==> src/rtl/ex_wb_stage.sv <==
// ex_wb_stage: execute-to-writeback pipeline register.
// Captures the function_unit result and flags, selects the writeback value,
// holds the {C,V,N,Z} status register and counts retired instructions.
// A single-entry valid/ready slot back-pressures the execute stage.
// Optional feature: define OVF_TRAP_EN to suppress overflowing register
// writes and raise a one-cycle trap pulse; otherwise trap is tied low.
module ex_wb_stage #(
  parameter int DATA_W = 32,
  parameter int ADDR_W = 5,
  parameter int CNT_W  = 16
) (
  input  logic              clk,
  input  logic              rst_n,
  input  logic              ex_valid,
  output logic              ex_ready,
  input  logic [DATA_W-1:0] fu_out,
  input  logic              fu_c,
  input  logic              fu_v,
  input  logic              fu_n,
  input  logic              fu_z,
  input  logic [DATA_W-1:0] dmem_data,
  input  logic [ADDR_W-1:0] da,
  input  logic              rw,
  input  logic [1:0]        md,
  input  logic              fl,
  input  logic              flush,
  output logic              wb_valid,
  input  logic              wb_ready,
  output logic              wb_we,
  output logic [ADDR_W-1:0] wb_addr,
  output logic [DATA_W-1:0] wb_data,
  output logic [3:0]        status,
  output logic [CNT_W-1:0]  retired,
  output logic              trap
);

  typedef enum logic [1:0] {
    MD_FU   = 2'b00,
    MD_MEM  = 2'b01,
    MD_SLT  = 2'b10,
    MD_RSVD = 2'b11
  } md_e;

  logic              r_wb_valid;
  logic              r_wb_we;
  logic [ADDR_W-1:0] r_wb_addr;
  logic [DATA_W-1:0] r_wb_data;
  logic [3:0]        r_status;
  logic [CNT_W-1:0]  r_retired;

  logic              w_ex_ready;
  logic              w_accept;
  logic              w_retire;
  logic              w_ovf;
  logic              w_we_nxt;
  logic [DATA_W-1:0] w_data_nxt;

  // The slot can take a new entry when empty or when its occupant leaves now.
  assign w_ex_ready = !r_wb_valid || wb_ready;
  // flush kills the incoming instruction, so it never counts as an accept.
  assign w_accept   = ex_valid && w_ex_ready && !flush;
  assign w_retire   = r_wb_valid && wb_ready;

`ifdef OVF_TRAP_EN
  assign w_ovf = fu_v && (md_e'(md) == MD_FU) && rw;
`else
  assign w_ovf = 1'b0;
`endif

  // Writeback value and write enable for the instruction being offered.
  always_comb begin
    // NOTE: every always_comb output gets a default first so no path can
    // leave it unassigned and infer a latch.
    w_data_nxt = '0;
    w_we_nxt   = rw && (da != '0) && !w_ovf;
    case (md_e'(md))
      MD_FU:   w_data_nxt = fu_out;
      MD_MEM:  w_data_nxt = dmem_data;
      // Upstream op is A-B; N^V is the signed less-than result.
      MD_SLT:  w_data_nxt[0] = fu_n ^ fu_v;
      default: w_we_nxt = 1'b0;
    endcase
  end

  // Writeback slot: flush empties it, accept loads it, bare retire drains it.
  always_ff @(posedge clk or negedge rst_n) begin
    if (!rst_n) begin
      // NOTE: sequential state uses non-blocking assignments so every
      // register samples the pre-edge values of the others.
      r_wb_valid <= 1'b0;
      r_wb_we    <= 1'b0;
      r_wb_addr  <= '0;
      r_wb_data  <= '0;
    end else if (flush) begin
      r_wb_valid <= 1'b0;
      r_wb_we    <= 1'b0;
    end else if (w_accept) begin
      r_wb_valid <= 1'b1;
      r_wb_we    <= w_we_nxt;
      r_wb_addr  <= da;
      r_wb_data  <= w_data_nxt;
    end else if (w_retire) begin
      r_wb_valid <= 1'b0;
      r_wb_we    <= 1'b0;
    end
  end

  // Status flags load at accept so the next instruction sees them early.
  always_ff @(posedge clk or negedge rst_n) begin
    if (!rst_n) begin
      r_status <= 4'b0000;
    end else if (w_accept && fl) begin
      r_status <= {fu_c, fu_v, fu_n, fu_z};
    end
  end

  // Retired counter wraps naturally; retires without a write still count.
  always_ff @(posedge clk or negedge rst_n) begin
    if (!rst_n) begin
      r_retired <= '0;
    end else if (w_retire) begin
      r_retired <= r_retired + CNT_W'(1);
    end
  end

`ifdef OVF_TRAP_EN
  logic r_trap;

  // Trap pulses for one cycle alongside the overflowing entry's arrival.
  always_ff @(posedge clk or negedge rst_n) begin
    if (!rst_n) begin
      r_trap <= 1'b0;
    end else begin
      r_trap <= w_accept && w_ovf;
    end
  end

  assign trap = r_trap;
`else
  assign trap = 1'b0;
`endif

  assign ex_ready = w_ex_ready;
  assign wb_valid = r_wb_valid;
  assign wb_we    = r_wb_we;
  assign wb_addr  = r_wb_addr;
  assign wb_data  = r_wb_data;
  assign status   = r_status;
  assign retired  = r_retired;

endmodule

==> config.mk <==
export PLATFORM = sky130hd
export DESIGN_NAME = ex_wb_stage
export DESIGN_NICKNAME = d
export VERILOG_FILES = /design/src/rtl/ex_wb_stage.sv
export SDC_FILE = /design/constraint.sdc
export NUM_CORES = 1
export LEC_CHECK = 0
export BUFFER_PORTS_ARGS = -buffer_cell sky130_fd_sc_hd__buf_2
export CAP_MARGIN = 20
export CORE_UTILIZATION = 47
export CTS_BUF_LIST = sky130_fd_sc_hd__clkbuf_4 sky130_fd_sc_hd__clkbuf_8
export DETAILED_ROUTE_END_ITERATION = 10
export GPL_TIMING_DRIVEN = 0
export MAX_ROUTING_LAYER = met4
export PLACE_DENSITY = 0.93
export RECOVER_POWER = 25
export SKIP_LAST_GASP = 1
export SYNTH_ARGS = -nofsm -noshare
export SYNTH_HDL_FRONTEND = slang
export SYNTH_SLANG_ARGS = --single-unit
==> constraint.sdc <==
create_clock -name clk -period 1.6 [get_ports clk]
set_input_delay 0.08 -clock clk [delete_from_list [all_inputs] [get_ports clk]]
set_output_delay 0.08 -clock clk [all_outputs]
set_load 0.02 [all_outputs]
== After elaboration in Yosys (flattened, before gate mapping) ==
Index checks and enable logic that the tools add are counted.
Word-level totals
  register bits after elaboration: 59
  latch bits: 0
  bits in writable memories: 0
  bits in read-only memories: 0
  output and inout port bits: 61
  logic and storage cells: 32
  memories: 0
Operators by class
  add/subtract/negate cells: 1
  multipliers: 0
  divide/modulo/power cells: 0
  $lt $le $gt $ge: 0
  eq/ne operators: 2
  shift operators: 0
  mux-type cells: 8
  bitwise operators: 2
  reductions and logical operators: 13
Operators with widths (number)
  31-bit one-hot mux with 2 select lines: 1
  16-bit by 1-bit adder with 16-bit output, second input constant: 1
  1-bit 2-to-1 mux: 6
  1-bit logical AND: 5
  5-bit nonzero test: 1
  1-bit one-hot mux with 3 select lines: 1
  3-bit nonzero test: 1
  3-bit OR reduction: 1
  2-bit by 1-bit equality test with 1-bit output, second input constant: 1
  2-bit equality test, second input constant: 1
  1-bit logical NOT: 2
  2-bit logical NOT: 1
  2-bit AND reduction: 1
  1-bit logical OR: 1
  1-bit NOT: 1
  1-bit XOR: 1

== Depth between registers and ports, before layout ==
Gate-level depths: netlist (run 1).
  word-level depth: 6
  mapped depth: 5
  gate-level depth less buffers: 5

== Least setup slack after synthesis (run 1) ==
OpenSTA, ideal clock, no wires.
  path type: reg-to-reg
  from: register r_retired[0] (netlist: retired[0])
  to: register r_retired[12] (netlist: retired[12])
  arrival time: 1.429 ns
  data required time: 1.470 ns
  slack: 0.041 ns
  cell stages (with the launch flop): 6
  buffers on the path: 0
  cells stage by stage: dfrtp_1 -> ha_1 -> nand3_1 -> nor4_4 -> nand3_1 -> xnor2_1
Between the ends
  cells in the longest elaborated chain, start to end: 1
Ends and longest elaborated chain
  start, declared: line 49  | logic [CNT_W-1:0] r_retired;
  start signal, assigned: line 122  | r_retired <= r_retired + CNT_W'(1);
  16-bit by 1-bit adder with 16-bit output: line 122
Every way passes these cells.
A chain may end at the register's enable or synchronous reset.

== Worst setup path in the final report (run 1) ==
  from: register r_retired[0] (netlist: retired[0])
  to: register r_retired[6] (netlist: retired[6])
Same word-level chain as after synthesis.

==> results of run 1 <==
## layout by cell type (no fill, tap or decap), drive strengths merged, types with 2 or more instances in the layout
master         n
mux2          10
buf          148
nor2           5
o31ai         31
a21oi          2
nand2b         2
nand3b         2
mux2i         31
nand3          3
nand4          4
dlygate4sd3    9
xor2           5
inv            4
clkbuf        21
and4           2
nand2         39
clkinv         2
xnor2         11
nor4           3
dfrtp         59
## flip-flops by register name, summed over array words and instances, names as in the netlist
| name | flops |
|---|---|
| wb_addr | 5 |
| wb_valid | 1 |
| wb_we | 1 |
| retired | 16 |
| wb_data | 32 |
| status | 4 |
## final timing paths
check	start	end	depth (start not counted)	slack [ns]
max reg2reg	retired[0]	retired[6]	5	0.10
min reg2reg	wb_data[11]	wb_data[11]	2	0.47
max in group asynchronous	rst_n	retired[4]	3	0.25
min in group asynchronous	rst_n	status[1]	2	0.47
min	fu_n	status[1]	2	0.02
max	retired[0]	retired[6]	5	0.10
## per-stage QoR
step	hold slack, ns	instance area, µm²	total power [mW]	setup WS [ns]	util [%]
final	0.0163	3830	4.15	0.102	68.6
after global routing	0.0104	3830	4.38	0.0104	68.6
after CTS	0.00478	3830	4.18	0.0128	68.6
after detailed placement	0.0589	3560	2.94	0.0212	63.9
after global placement	0.266	3540	2.88	0.0987	63.6
after floorplan	-0.216	2760	2.48	0.0408	-
## power groups by stage
stage	logic [mW]	clock network, mW	registers [mW]
floorplan	0.341	0	2.14
global placement	1.00	0	1.88
detailed placement	1.04	0	1.89
CTS	1.06	1.25	1.87
global route	1.13	1.35	1.90
finish	1.05	1.23	1.87
## what timing repair did
item                                    in CTS  in global routing
hold buffers                                 8                  1
endpoints found under the setup margin       0                  2
resized for setup                            0                  0
hold endpoints to repair                    26                  1
## cells by family (layout without fill, tap and decap cells)
family	after synthesis	count (layout)	synth area share [%]
flops	59	59	53.5
other cells	1	1	0.136
mux	41	41	15.3
compound gates	36	36	9.71
fa+ha+maj	1	1	0.454
simple gates	64	64	12.7
xor+xnor	16	16	5.08
buf+inv	20	184	3.09
## per-layer routing
layer / global-route usage, % / share of wire (%) / up-vias
met2: 39.0 / 51 / 92
met1: 28.9 / 41 / 1160
li1: - / - / 1164
met3: 5.58 / 6.1 / 12
met4: 11.3 / 1.7 / 0
met5: - / 0 / -
## final cells by class
| cell class | count | area (µm²) | area share, % |
|---|---|---|---|
| buffer | 16 | 70.1 | 1.83 |
| clock inverter | 2 | 10.0 | 0.262 |
| clock buffer | 13 | 173 | 4.51 |
| sequential | 59 | 1480 | 38.6 |
| timing repair buffer | 149 | 796 | 20.8 |
| tap | 72 | 90.1 | 2.35 |
| multi-input combinational | 159 | 1200 | 31.3 |
| inverter | 4 | 15.0 | 0.392 |
==> impl_table.tex, run 1 <==
\begin{tabular}{lr}
\hline
Metric & Value \\
\hline
\multicolumn{2}{l}{\textbf{Timing}} \\
TNS Setup & 0 ns \\
Number of max-slew violations in the final report & 0 \\
Post-route fraction of the period consumed by the critical path & 93.6\% \\
Fmax & 667 MHz \\
Final number of hold-violating endpoints & 0 \\
Setup clock skew after layout & 0.00272 ns \\
Pin slew with the least headroom to its limit & 1.05 ns \\
Final-report setup violation count & 0 \\
Clock period minus worst slack & 1.50 ns \\
Unrepaired setup endpoints after global routing & no \\
Slew headroom & 30.1\% \\
\multicolumn{2}{l}{\textbf{Floorplan}} \\
DIE AREA & 6180 µm² \\
Core Footprint & 5570 µm² \\
IO Count & 143 \\
Cell row count & 27 \\
Die Y & 78.6 µm \\
Chip width & 78.6 µm \\
Initial cell density of the core & 49.5\% \\
\multicolumn{2}{l}{\textbf{Critical path}} \\
Sum of buffers and inverters on the critical path & 0 \\
Arrival time at the worst endpoint & 1.75 ns \\
CP max stage cell & sky130\_fd\_sc\_hd\_\_dfrtp\_1 \\
Cells traversed along the worst timing path & ha\_1 -> nand3\_1 -> or2\_1 -> nor2\_1 -> xor2\_1 \\
Worst endpoint required time & 1.85 ns \\
Worst Path Max Fanout & 5 \\
Largest stage delay on the critical path & 0.42 ns \\
Largest delay contributor family on the critical path & simple AND/OR/NAND/NOR gates \\
Worst Setup Path Type & reg2reg \\
Worst setup EP type & register \\
Element type at the critical path start & register \\
\multicolumn{2}{l}{\textbf{Yosys}} \\
Top cells by instance count after synthesis & 59 x sky130\_fd\_sc\_hd\_\_dfrtp\_1, 39 x sky130\_fd\_sc\_hd\_\_nand2\_1, 31 x sky130\_fd\_sc\_hd\_\_mux2i\_1, 31 x sky130\_fd\_sc\_hd\_\_o31ai\_1, 11 x sky130\_fd\_sc\_hd\_\_xnor2\_1 \\
Number of enable flip-flop cells after synthesis & 0 \\
Syn Inst Count & 238 \\
Most instantiated flip-flop cell in the synthesis netlist & sky130\_fd\_sc\_hd\_\_dfrtp\_1 \\
Async S/R FF share, synth & 100\% \\
Cell types occupying the most area after synthesis & sky130\_fd\_sc\_hd\_\_dfrtp\_1 54\%, sky130\_fd\_sc\_hd\_\_mux2i\_1 11\%, sky130\_fd\_sc\_hd\_\_o31ai\_1 8.4\%, sky130\_fd\_sc\_hd\_\_nand2\_1 5.3\%, sky130\_fd\_sc\_hd\_\_xnor2\_1 3.5\% \\
Yosys reg bits & 59 \\
Biggest area consumer among synthesized cells & sky130\_fd\_sc\_hd\_\_dfrtp\_1 \\
Synthesized net count & 321 \\
Synth warnings & 0 \\
Cell with the most instances after synthesis & sky130\_fd\_sc\_hd\_\_dfrtp\_1 \\
Fraction of the yosys area taken by sequential cells & 53.5\% \\
Post-synthesis instance area & 2760 µm² \\
Syn avg cell area & 11.6 µm² \\
Post-synth top area share & 53.5\% \\
Library cells used by synthesis & 34 \\
\multicolumn{2}{l}{\textbf{Finish}} \\
Layout cells sized above 1 & 42.3\% \\
Final standard cell count with taps included and fillers excluded & 474 \\
Fill count & 427 \\
Synth-to-Final Area Change & 38.7\% \\
Count of nets after finishing & 481 \\
Antenna diodes & 0 \\
\multicolumn{2}{l}{\textbf{Placement}} \\
Port Buffer Count & 139 \\
Instance count after placement with tap cells included & 450 \\
Placed wire-length estimate & 5170 µm \\
Gpl congestion & 0.824 \\
\multicolumn{2}{l}{\textbf{Clocking}} \\
Clock slew at reported path FFs & 0.06 ns \\
Deepest level of the CTS H-tree & 3 \\
Buffer cell driving the clock tree root & sky130\_fd\_sc\_hd\_\_clkbuf\_8 \\
Total setup buffers inserted after CTS & 0 \\
Largest buffer count on any clock path & 2 \\
CTS tree & built \\
Count of clock tree sinks & 59 \\
Number of CTS-inserted buffers & 9 \\
Insertion delay to the later sink of the worst-skew pair & 0.33 ns \\
\multicolumn{2}{l}{\textbf{Power and ir drop}} \\
PD cells & 1080 nW/µm² \\
Lkg Pwr & 2.06 nW \\
Cell internal power dissipation & 2.81 mW \\
Net Sw Frac & 32.2\% \\
Combinational fraction of design power & 25.3\% \\
Sequential group share of total power & 45.0\% \\
Part of the power in the clock network & 29.7\% \\
Peak supply drop & 0.000951 V \\
Switching power total & 1.34 mW \\
\multicolumn{2}{l}{\textbf{Global routing}} \\
Largest net degree at the start of global routing & 41 \\
Overflow left after global routing & 0 \\
First-pass GRT wire length & 11100 µm \\
Antenna violations before repair & 0 \\
Total routing usage reported by global routing & 24.3\% \\
Number of global-route vias before repair & 2394 \\
\multicolumn{2}{l}{\textbf{Run}} \\
Number of max-cap violations & 0 \\
\multicolumn{2}{l}{\textbf{Route}} \\
Post-detailed-routing wire length & 6850 µm \\
Violation count after the first detailed-route iteration & 128 \\
WL/cell & 14.4 µm \\
Post-DR vias/cell & 5.12 \\
Post-DRT Antenna Nets & 0 \\
Vias & 2428 \\
Total iterations of the first detailed-routing run & 4 \\
DRC Markers & 0 \\
\multicolumn{2}{l}{\textbf{Min path}} \\
Worst hold-check path type & in2reg \\
\multicolumn{2}{l}{\textbf{Status}} \\
Outcome & complete, no violations \\
\hline
\end{tabular}
(Power assumes the default switching activity.)
==> run 2: changes to the inputs <==
--- a/config.mk
+++ b/config.mk
@@ -13,7 +13,7 @@
 export GPL_TIMING_DRIVEN = 0
 export MAX_ROUTING_LAYER = met4
 export PLACE_DENSITY = 0.93
-export RECOVER_POWER = 25
+export REMOVE_ABC_BUFFERS = 1
 export SKIP_LAST_GASP = 1
 export SYNTH_ARGS = -nofsm -noshare
 export SYNTH_HDL_FRONTEND = slang
==> run 2 against run 1 <==
Sequential cell count is the same. Largest cell class unchanged. Hold slack gained 0.0048 ns. Register-to-register slack gained 0.05 ns. Cell area is the same. Final cell count shrank 2.3%.
==> impl_table.tex, run 2 (same netlist as run 1, synthesis figures left out) <==
\begin{tabular}{lr}
\hline
Metric & Value \\
\hline
\multicolumn{2}{l}{\textbf{Critical path}} \\
Reg-to-reg setup timing slack & 0.15 ns (was 0.10 ns) \\
Worst flop-to-flop path endpoint & retired[6] (unchanged) \\
Element type at the critical path start & register (unchanged) \\
Arrival time at the worst endpoint & 1.69 ns (was 1.75 ns) \\
Logic depth of the worst register-to-register path & 5 (unchanged) \\
Worst setup EP type & register (unchanged) \\
Worst endpoint required time & 1.84 ns (was 1.85 ns) \\
Crit Reg-Reg Startpoint & retired[0] (unchanged) \\
Worst Path Max Fanout & 5 (unchanged) \\
Worst Setup Path Type & reg2reg (unchanged) \\
\multicolumn{2}{l}{\textbf{Timing}} \\
Number of max-slew violations in the final report & 0 (unchanged) \\
Fmax & 688 MHz (was 667 MHz) \\
Final-report setup violation count & 0 (unchanged) \\
Setup clock skew after layout & 0.00382 ns (was 0.00272 ns) \\
Slew headroom & 34.3\% (was 30.1\%) \\
Final setup slack of the worst path & 0.147 ns (was 0.102 ns) \\
Clock period minus worst slack & 1.45 ns (was 1.50 ns) \\
Unrepaired setup endpoints after global routing & no (unchanged) \\
Tightest hold margin & 0.0211 ns (was 0.0163 ns) \\
Pin slew with the least headroom to its limit & 0.985 ns (was 1.05 ns) \\
Final number of hold-violating endpoints & 0 (unchanged) \\
Post-route fraction of the period consumed by the critical path & 90.8\% (was 93.6\%) \\
\multicolumn{2}{l}{\textbf{Floorplan}} \\
Core Footprint & 5570 µm² (unchanged) \\
DIE AREA & 6180 µm² (unchanged) \\
Initial cell density of the core & 49.5\% (unchanged) \\
Cell row count & 27 (unchanged) \\
IO Count & 143 (unchanged) \\
Die Y & 78.6 µm (unchanged) \\
Chip width & 78.6 µm (unchanged) \\
\multicolumn{2}{l}{\textbf{Finish}} \\
Most common cell after layout, fill and taps aside & sky130\_fd\_sc\_hd\_\_buf\_2 (unchanged) \\
Synth-to-Final Area Change & 38.7\% (unchanged) \\
Antenna diodes & 0 (unchanged) \\
Most frequent cells in the layout & 141 x sky130\_fd\_sc\_hd\_\_buf\_2, 57 x sky130\_fd\_sc\_hd\_\_dfrtp\_1, 39 x sky130\_fd\_sc\_hd\_\_nand2\_1 (was 143 x sky130\_fd\_sc\_hd\_\_buf\_2, 59 x sky130\_fd\_sc\_hd\_\_dfrtp\_1, 39 x sky130\_fd\_sc\_hd\_\_nand2\_1) \\
Fill count & 441 (was 427) \\
Flip-flop count of the largest register, all copies and words added & 32 (unchanged) \\
Layout cells sized above 1 & 44.0\% (was 42.3\%) \\
Layout Utilization & 68.6\% (unchanged) \\
Count of nets after finishing & 470 (was 481) \\
\multicolumn{2}{l}{\textbf{Route}} \\
Post-detailed-routing wire length & 6910 µm (was 6850 µm) \\
Violation count after the first detailed-route iteration & 97 (was 128) \\
WL/cell & 14.9 µm (was 14.4 µm) \\
Post-DRT Antenna Nets & 0 (unchanged) \\
DRC Markers & 0 (unchanged) \\
Total iterations of the first detailed-routing run & 4 (unchanged) \\
Post-DR vias/cell & 5.11 (was 5.12) \\
Vias & 2365 (was 2428) \\
\multicolumn{2}{l}{\textbf{Clocking}} \\
Clock slew at reported path FFs & 0.07 ns (was 0.06 ns) \\
Count of clock tree sinks & 59 (unchanged) \\
Largest buffer count on any clock path & 2 (unchanged) \\
Buffer cell driving the clock tree root & sky130\_fd\_sc\_hd\_\_clkbuf\_8 (unchanged) \\
Insertion delay to the later sink of the worst-skew pair & 0.31 ns (was 0.33 ns) \\
Deepest level of the CTS H-tree & 3 (unchanged) \\
Number of CTS-inserted buffers & 9 (unchanged) \\
CTS tree & built (unchanged) \\
\multicolumn{2}{l}{\textbf{Placement}} \\
Port Buffer Count & 141 (was 139) \\
Placement-stage worst setup slack & -0.317 ns (was 0.0212 ns) \\
Placed wire-length estimate & 4650 µm (was 5170 µm) \\
Gpl congestion & 0.823 (was 0.824) \\
\multicolumn{2}{l}{\textbf{Global routing}} \\
Antenna violations before repair & 0 (unchanged) \\
Number of global-route vias before repair & 2312 (was 2394) \\
Largest net degree at the start of global routing & 42 (was 41) \\
Overflow left after global routing & 0 (unchanged) \\
First-pass GRT wire length & 10900 µm (was 11100 µm) \\
Total routing usage reported by global routing & 23.6\% (was 24.3\%) \\
\multicolumn{2}{l}{\textbf{Run}} \\
Number of max-cap violations & 0 (unchanged) \\
\multicolumn{2}{l}{\textbf{Power and ir drop}} \\
PD cells & 1090 nW/µm² (was 1080 nW/µm²) \\
Peak supply drop & 0.000635 V (was 0.000951 V) \\
Lkg Pwr & 2.06 nW (about the same) \\
\multicolumn{2}{l}{\textbf{Min path}} \\
Worst Min Path Start & fu\_n (unchanged) \\
Cells on Worst Hold Path & 2 (unchanged) \\
Worst hold-check path type & in2reg (unchanged) \\
Hold EP & status[1] (unchanged) \\
\multicolumn{2}{l}{\textbf{Status}} \\
Outcome & complete, no violations (unchanged) \\
\hline
\end{tabular}
run 2: cell types whose count changed in the layout (fill, tap and decap cells not counted):
cell	change
sky130_fd_sc_hd__buf_1	-3
sky130_fd_sc_hd__nand3b_4	+1
sky130_fd_sc_hd__buf_2	-2
sky130_fd_sc_hd__dfrtp_2	+2
sky130_fd_sc_hd__buf_12	+2
sky130_fd_sc_hd__buf_6	-1
sky130_fd_sc_hd__dfrtp_1	-2
sky130_fd_sc_hd__clkbuf_1	-8
run 2: what timing repair did:
action | CTS | global route
gates cloned | 1 | 0
pin swaps | 1 | 2
hold buffers | 9 | 0
endpoints found under the hold margin | 31 | 0
endpoints found under the setup margin | 33 | 13
resized for setup | 1 | 2
setup buffers | 0 | 1
run 2: how the worst max path moves through the flow:
stage,endpoint,startpoint,slack (ns)
final,retired[6],retired[0],0.15
after detailed placement,wb_addr[3],wb_valid,-0.32
after global routing,retired[8],retired[0],0.02
after CTS,retired[12],retired[0],0.004
after global placement,wb_data[0],wb_valid,-0.76
after floorplan,wb_data[0],wb_valid,-0.56
run 2: per-layer routing:
metal | wire, µm | track usage, % | up-vias | share of wire (%)
met3 | 316 | 3.37 | 4 | 4.6
met1 | 2860 | 27.7 | 1133 | 41
met2 | 3680 | 40.8 | 83 | 53
li1 | - | - | 1145 | -
met4 | 52 | 9.44 | 0 | 0.75
met5 | 0 | - | - | 0
run 2: power by group:
group	internal, mW	switching, mW
Combinational	0.424	0.633
Clock	0.693	0.536
Sequential	1.71	0.169
Total	2.83	1.34
run 2: layout make-up:
cell class	instances	area (µm²)	share of cell area (%)
Sequential cell	59	1480	38.7
Multi-Input combinational cell	160	1220	31.8
Timing Repair Buffer	153	843	22.0
Clock buffer	13	173	4.51
Tap cell	72	90.1	2.35
Inverter	4	15.0	0.392
Clock inverter	2	10.0	0.262
run 2: through the flow:
stage / total power, mW / setup TNS (ns) / instance area [µm²] / instances
3_3_place_gp: 2.86 / -23.53 / 3480 / 435
4_1_cts: 4.19 / 0 / 3820 / 462
5_1_grt: 4.38 / 0 / 3830 / 463
2_1_floorplan: 2.45 / -16.34 / 2690 / 222
6_report: 4.16 / 0 / 3830 / 463
3_5_place_dp: 2.93 / -5.58 / 3520 / 437
run 2: critical path, cell delays in order, from the launching register on:
cell                      delay (ns)
sky130_fd_sc_hd__dfrtp_2        0.41
sky130_fd_sc_hd__ha_1           0.17
sky130_fd_sc_hd__nand3_1        0.17
sky130_fd_sc_hd__or2_1          0.32
sky130_fd_sc_hd__nor2_1         0.15
sky130_fd_sc_hd__xor2_1         0.15
==> run 3: changes to the inputs <==
--- a/config.mk
+++ b/config.mk
@@ -7,12 +7,12 @@
 export LEC_CHECK = 0
 export BUFFER_PORTS_ARGS = -buffer_cell sky130_fd_sc_hd__buf_2
 export CAP_MARGIN = 20
-export CORE_UTILIZATION = 47
+export CORE_UTILIZATION = 50
 export CTS_BUF_LIST = sky130_fd_sc_hd__clkbuf_4 sky130_fd_sc_hd__clkbuf_8
 export DETAILED_ROUTE_END_ITERATION = 10
 export GPL_TIMING_DRIVEN = 0
 export MAX_ROUTING_LAYER = met4
-export PLACE_DENSITY = 0.93
+export PLACE_DENSITY = 0.95
 export REMOVE_ABC_BUFFERS = 1
 export SKIP_LAST_GASP = 1
 export SYNTH_ARGS = -nofsm -noshare
==> constraint.sdc (replaced) <==
create_clock -name clk -period 1.9 [get_ports clk]
set_input_delay 0.095 -clock clk [delete_from_list [all_inputs] [get_ports clk]]
set_output_delay 0.095 -clock clk [all_outputs]
set_load 0.02 [all_outputs]
==> run 3 against run 2 <==
Hold slack worse by 0.013 ns. Wire length is 5.4% lower. Critical path depth is 1 lower. Setup slack better by 0.080 ns. Clock skew is 0.00080 ns higher. Total power is 16% lower. Global-route usage is 0.45 points higher. Utilization is 3.4 points higher. First-iteration DRC count is 11% lower. Largest cell class unchanged. Largest power group unchanged. Highest routed layer unchanged.
==> impl_table.tex, run 3 (same netlist as run 1, synthesis figures left out) <==
\begin{tabular}{lr}
\hline
Metric & Value \\
\hline
\multicolumn{2}{l}{\textbf{Global routing}} \\
Number of global-route vias before repair & 2275 (was 2312) \\
First-pass GRT wire length & 10600 µm (was 10900 µm) \\
Total routing usage reported by global routing & 24.1\% (was 23.6\%) \\
Overflow left after global routing & 0 (unchanged) \\
Largest net degree at the start of global routing & 40 (was 42) \\
Antenna violations before repair & 0 (unchanged) \\
\multicolumn{2}{l}{\textbf{Placement}} \\
Instance count after placement with tap cells included & 435 (was 437) \\
Placed wire-length estimate & 4830 µm (was 4650 µm) \\
Placement-stage worst setup slack & -0.0475 ns (was -0.317 ns) \\
Area after DPL & 3520 µm² (about the same) \\
Gpl congestion & 0.782 (was 0.823) \\
Port Buffer Count & 141 (unchanged) \\
\multicolumn{2}{l}{\textbf{Finish}} \\
Post-Layout Inst Area & 3750 µm² (was 3830 µm²) \\
Multi-input logic area & 1200 µm² (was 1220 µm²) \\
Flip-flop count of the largest register, all copies and words added & 32 (unchanged) \\
Most common cell after layout, fill and taps aside & sky130\_fd\_sc\_hd\_\_buf\_2 (unchanged) \\
Fill count & 383 (was 441) \\
Final standard cell count with taps included and fillers excluded & 454 (was 463) \\
Layout cells sized above 1 & 43.8\% (was 44.0\%) \\
Count of nets after finishing & 463 (was 470) \\
Area occupied by registers & 1480 µm² (about the same) \\
Antenna diodes & 0 (unchanged) \\
Most frequent cells in the layout & 141 x sky130\_fd\_sc\_hd\_\_buf\_2, 59 x sky130\_fd\_sc\_hd\_\_dfrtp\_1, 39 x sky130\_fd\_sc\_hd\_\_nand2\_1 (was 141 x sky130\_fd\_sc\_hd\_\_buf\_2, 57 x sky130\_fd\_sc\_hd\_\_dfrtp\_1, 39 x sky130\_fd\_sc\_hd\_\_nand2\_1) \\
Synth-to-Final Area Change & 36.1\% (was 38.7\%) \\
Layout Utilization & 72.1\% (was 68.6\%) \\
\multicolumn{2}{l}{\textbf{Critical path}} \\
Element type at the critical path start & register (unchanged) \\
CP max stage cell & sky130\_fd\_sc\_hd\_\_dfrtp\_1 (was sky130\_fd\_sc\_hd\_\_dfrtp\_2) \\
Largest delay contributor family on the critical path & simple AND/OR/NAND/NOR gates (unchanged) \\
Cells traversed along the worst timing path & nand2b\_2 -> nand3b\_4 -> buf\_12 -> mux2\_1 (was ha\_1 -> nand3\_1 -> or2\_1 -> nor2\_1 -> xor2\_1) \\
Arrival time at the worst endpoint & 1.87 ns (was 1.69 ns) \\
Worst setup EP type & register (unchanged) \\
Worst Setup Path Type & reg2reg (unchanged) \\
Worst Path Max Fanout & 39 (was 5) \\
Largest stage delay on the critical path & 0.45 ns (was 0.41 ns) \\
Worst endpoint required time & 2.10 ns (was 1.84 ns) \\
Sum of buffers and inverters on the critical path & 1 (was 0) \\
\multicolumn{2}{l}{\textbf{Power and ir drop}} \\
PD cells & 932 nW/µm² (was 1090 nW/µm²) \\
Lkg Pwr & 2.03 nW (was 2.06 nW) \\
Combinational fraction of design power & 25.4\% (about the same) \\
Sequential group share of total power & 45.1\% (about the same) \\
Cell internal power dissipation & 2.37 mW (was 2.83 mW) \\
Total power of the final layout & 3.50 mW (was 4.16 mW) \\
Peak supply drop & 0.000673 V (was 0.000635 V) \\
Net Sw Frac & 32.2\% (was 32.1\%) \\
Switching power total & 1.13 mW (was 1.34 mW) \\
Part of the power in the clock network & 29.5\% (about the same) \\
\multicolumn{2}{l}{\textbf{Floorplan}} \\
Die Y & 76.3 µm (was 78.6 µm) \\
Initial cell density of the core & 53.0\% (was 49.5\%) \\
Core Footprint & 5200 µm² (was 5570 µm²) \\
Cell row count & 26 (was 27) \\
IO Count & 143 (unchanged) \\
DIE AREA & 5820 µm² (was 6180 µm²) \\
Chip width & 76.3 µm (was 78.6 µm) \\
\multicolumn{2}{l}{\textbf{Clocking}} \\
Buffer cell driving the clock tree root & sky130\_fd\_sc\_hd\_\_clkbuf\_8 (unchanged) \\
Total setup buffers inserted after CTS & 0 (unchanged) \\
Clock slew at reported path FFs & 0.06 ns (was 0.07 ns) \\
Number of CTS-inserted buffers & 9 (unchanged) \\
Insertion delay to the later sink of the worst-skew pair & 0.31 ns (about the same) \\
Largest buffer count on any clock path & 2 (unchanged) \\
CTS tree & built (unchanged) \\
Deepest level of the CTS H-tree & 3 (unchanged) \\
Count of clock tree sinks & 59 (unchanged) \\
\multicolumn{2}{l}{\textbf{Route}} \\
DRC Markers & 0 (unchanged) \\
Violation count after the first detailed-route iteration & 86 (was 97) \\
Total iterations of the first detailed-routing run & 4 (unchanged) \\
Post-DRT Antenna Nets & 0 (unchanged) \\
Vias & 2340 (was 2365) \\
WL/cell & 14.4 µm (was 14.9 µm) \\
Post-detailed-routing wire length & 6540 µm (was 6910 µm) \\
Post-DR vias/cell & 5.15 (was 5.11) \\
\multicolumn{2}{l}{\textbf{Timing}} \\
Tightest hold margin & 0.00832 ns (was 0.0211 ns) \\
Unrepaired setup endpoints after global routing & no (unchanged) \\
Setup clock skew after layout & 0.00462 ns (was 0.00382 ns) \\
Final-report setup violation count & 0 (unchanged) \\
Final number of hold-violating endpoints & 0 (unchanged) \\
Slew headroom & 34.3\% (about the same) \\
Fmax & 598 MHz (was 688 MHz) \\
Number of max-slew violations in the final report & 0 (unchanged) \\
Final setup slack of the worst path & 0.227 ns (was 0.147 ns) \\
Post-route fraction of the period consumed by the critical path & 88.1\% (was 90.8\%) \\
TNS Setup & 0 ns (unchanged) \\
Pin slew with the least headroom to its limit & 0.985 ns (about the same) \\
Clock period minus worst slack & 1.67 ns (was 1.45 ns) \\
\multicolumn{2}{l}{\textbf{Min path}} \\
Worst hold-check path type & in2reg (unchanged) \\
\multicolumn{2}{l}{\textbf{Run}} \\
Number of max-cap violations & 0 (unchanged) \\
\multicolumn{2}{l}{\textbf{Status}} \\
Outcome & complete, no violations (unchanged) \\
\hline
\end{tabular}
run 3: per-layer routing:
layer	wire length (µm)	track usage [%]	vias up
li1	-	-	1130
met1	2630	26.4	1118
met2	3490	42.9	84
met3	316	3.95	8
met4	99	10.6	0
met5	0	-	-
run 3: worst paths after layout:
| check | from | to | slack, ns | depth (start not counted) |
|---|---|---|---|---|
| max in group asynchronous | rst_n | wb_data[14] | 1.02 | 3 |
| min in group asynchronous | rst_n | status[1] | 0.29 | 2 |
| hold reg to reg | retired[15] | retired[15] | 0.47 | 1 |
| hold / removal | da[4] | wb_addr[4] | 0.008 | 2 |
| setup / recovery | wb_valid | wb_addr[2] | 0.23 | 4 |
| setup reg to reg | wb_valid | wb_addr[2] | 0.23 | 4 |
run 3: layout make-up:
cell class              count  area share [%]
clock buffers              13            4.60
multi-input cells         159            32.1
clock inverters             2           0.267
inverters                   4           0.400
flip-flops and latches     59            39.3
repair buffers            147            20.9
well taps                  70            2.33
run 3: what timing repair did:
item / 4_1_cts / 5_1_grt
hold buffers: 4 / 0
gates resized for setup: 1 / 0
hold endpoints to repair: 25 / 0
setup endpoints to repair: 7 / 0
run 3: power by group through the flow:
stage               clock (mW)  combinational (mW)  sequential, mW
global placement             0               0.833            1.58
finish                    1.03               0.889            1.58
detailed placement           0               0.886            1.59
global route              1.11               0.954            1.60
floorplan                    0               0.256            1.80
CTS                       1.05               0.901            1.58
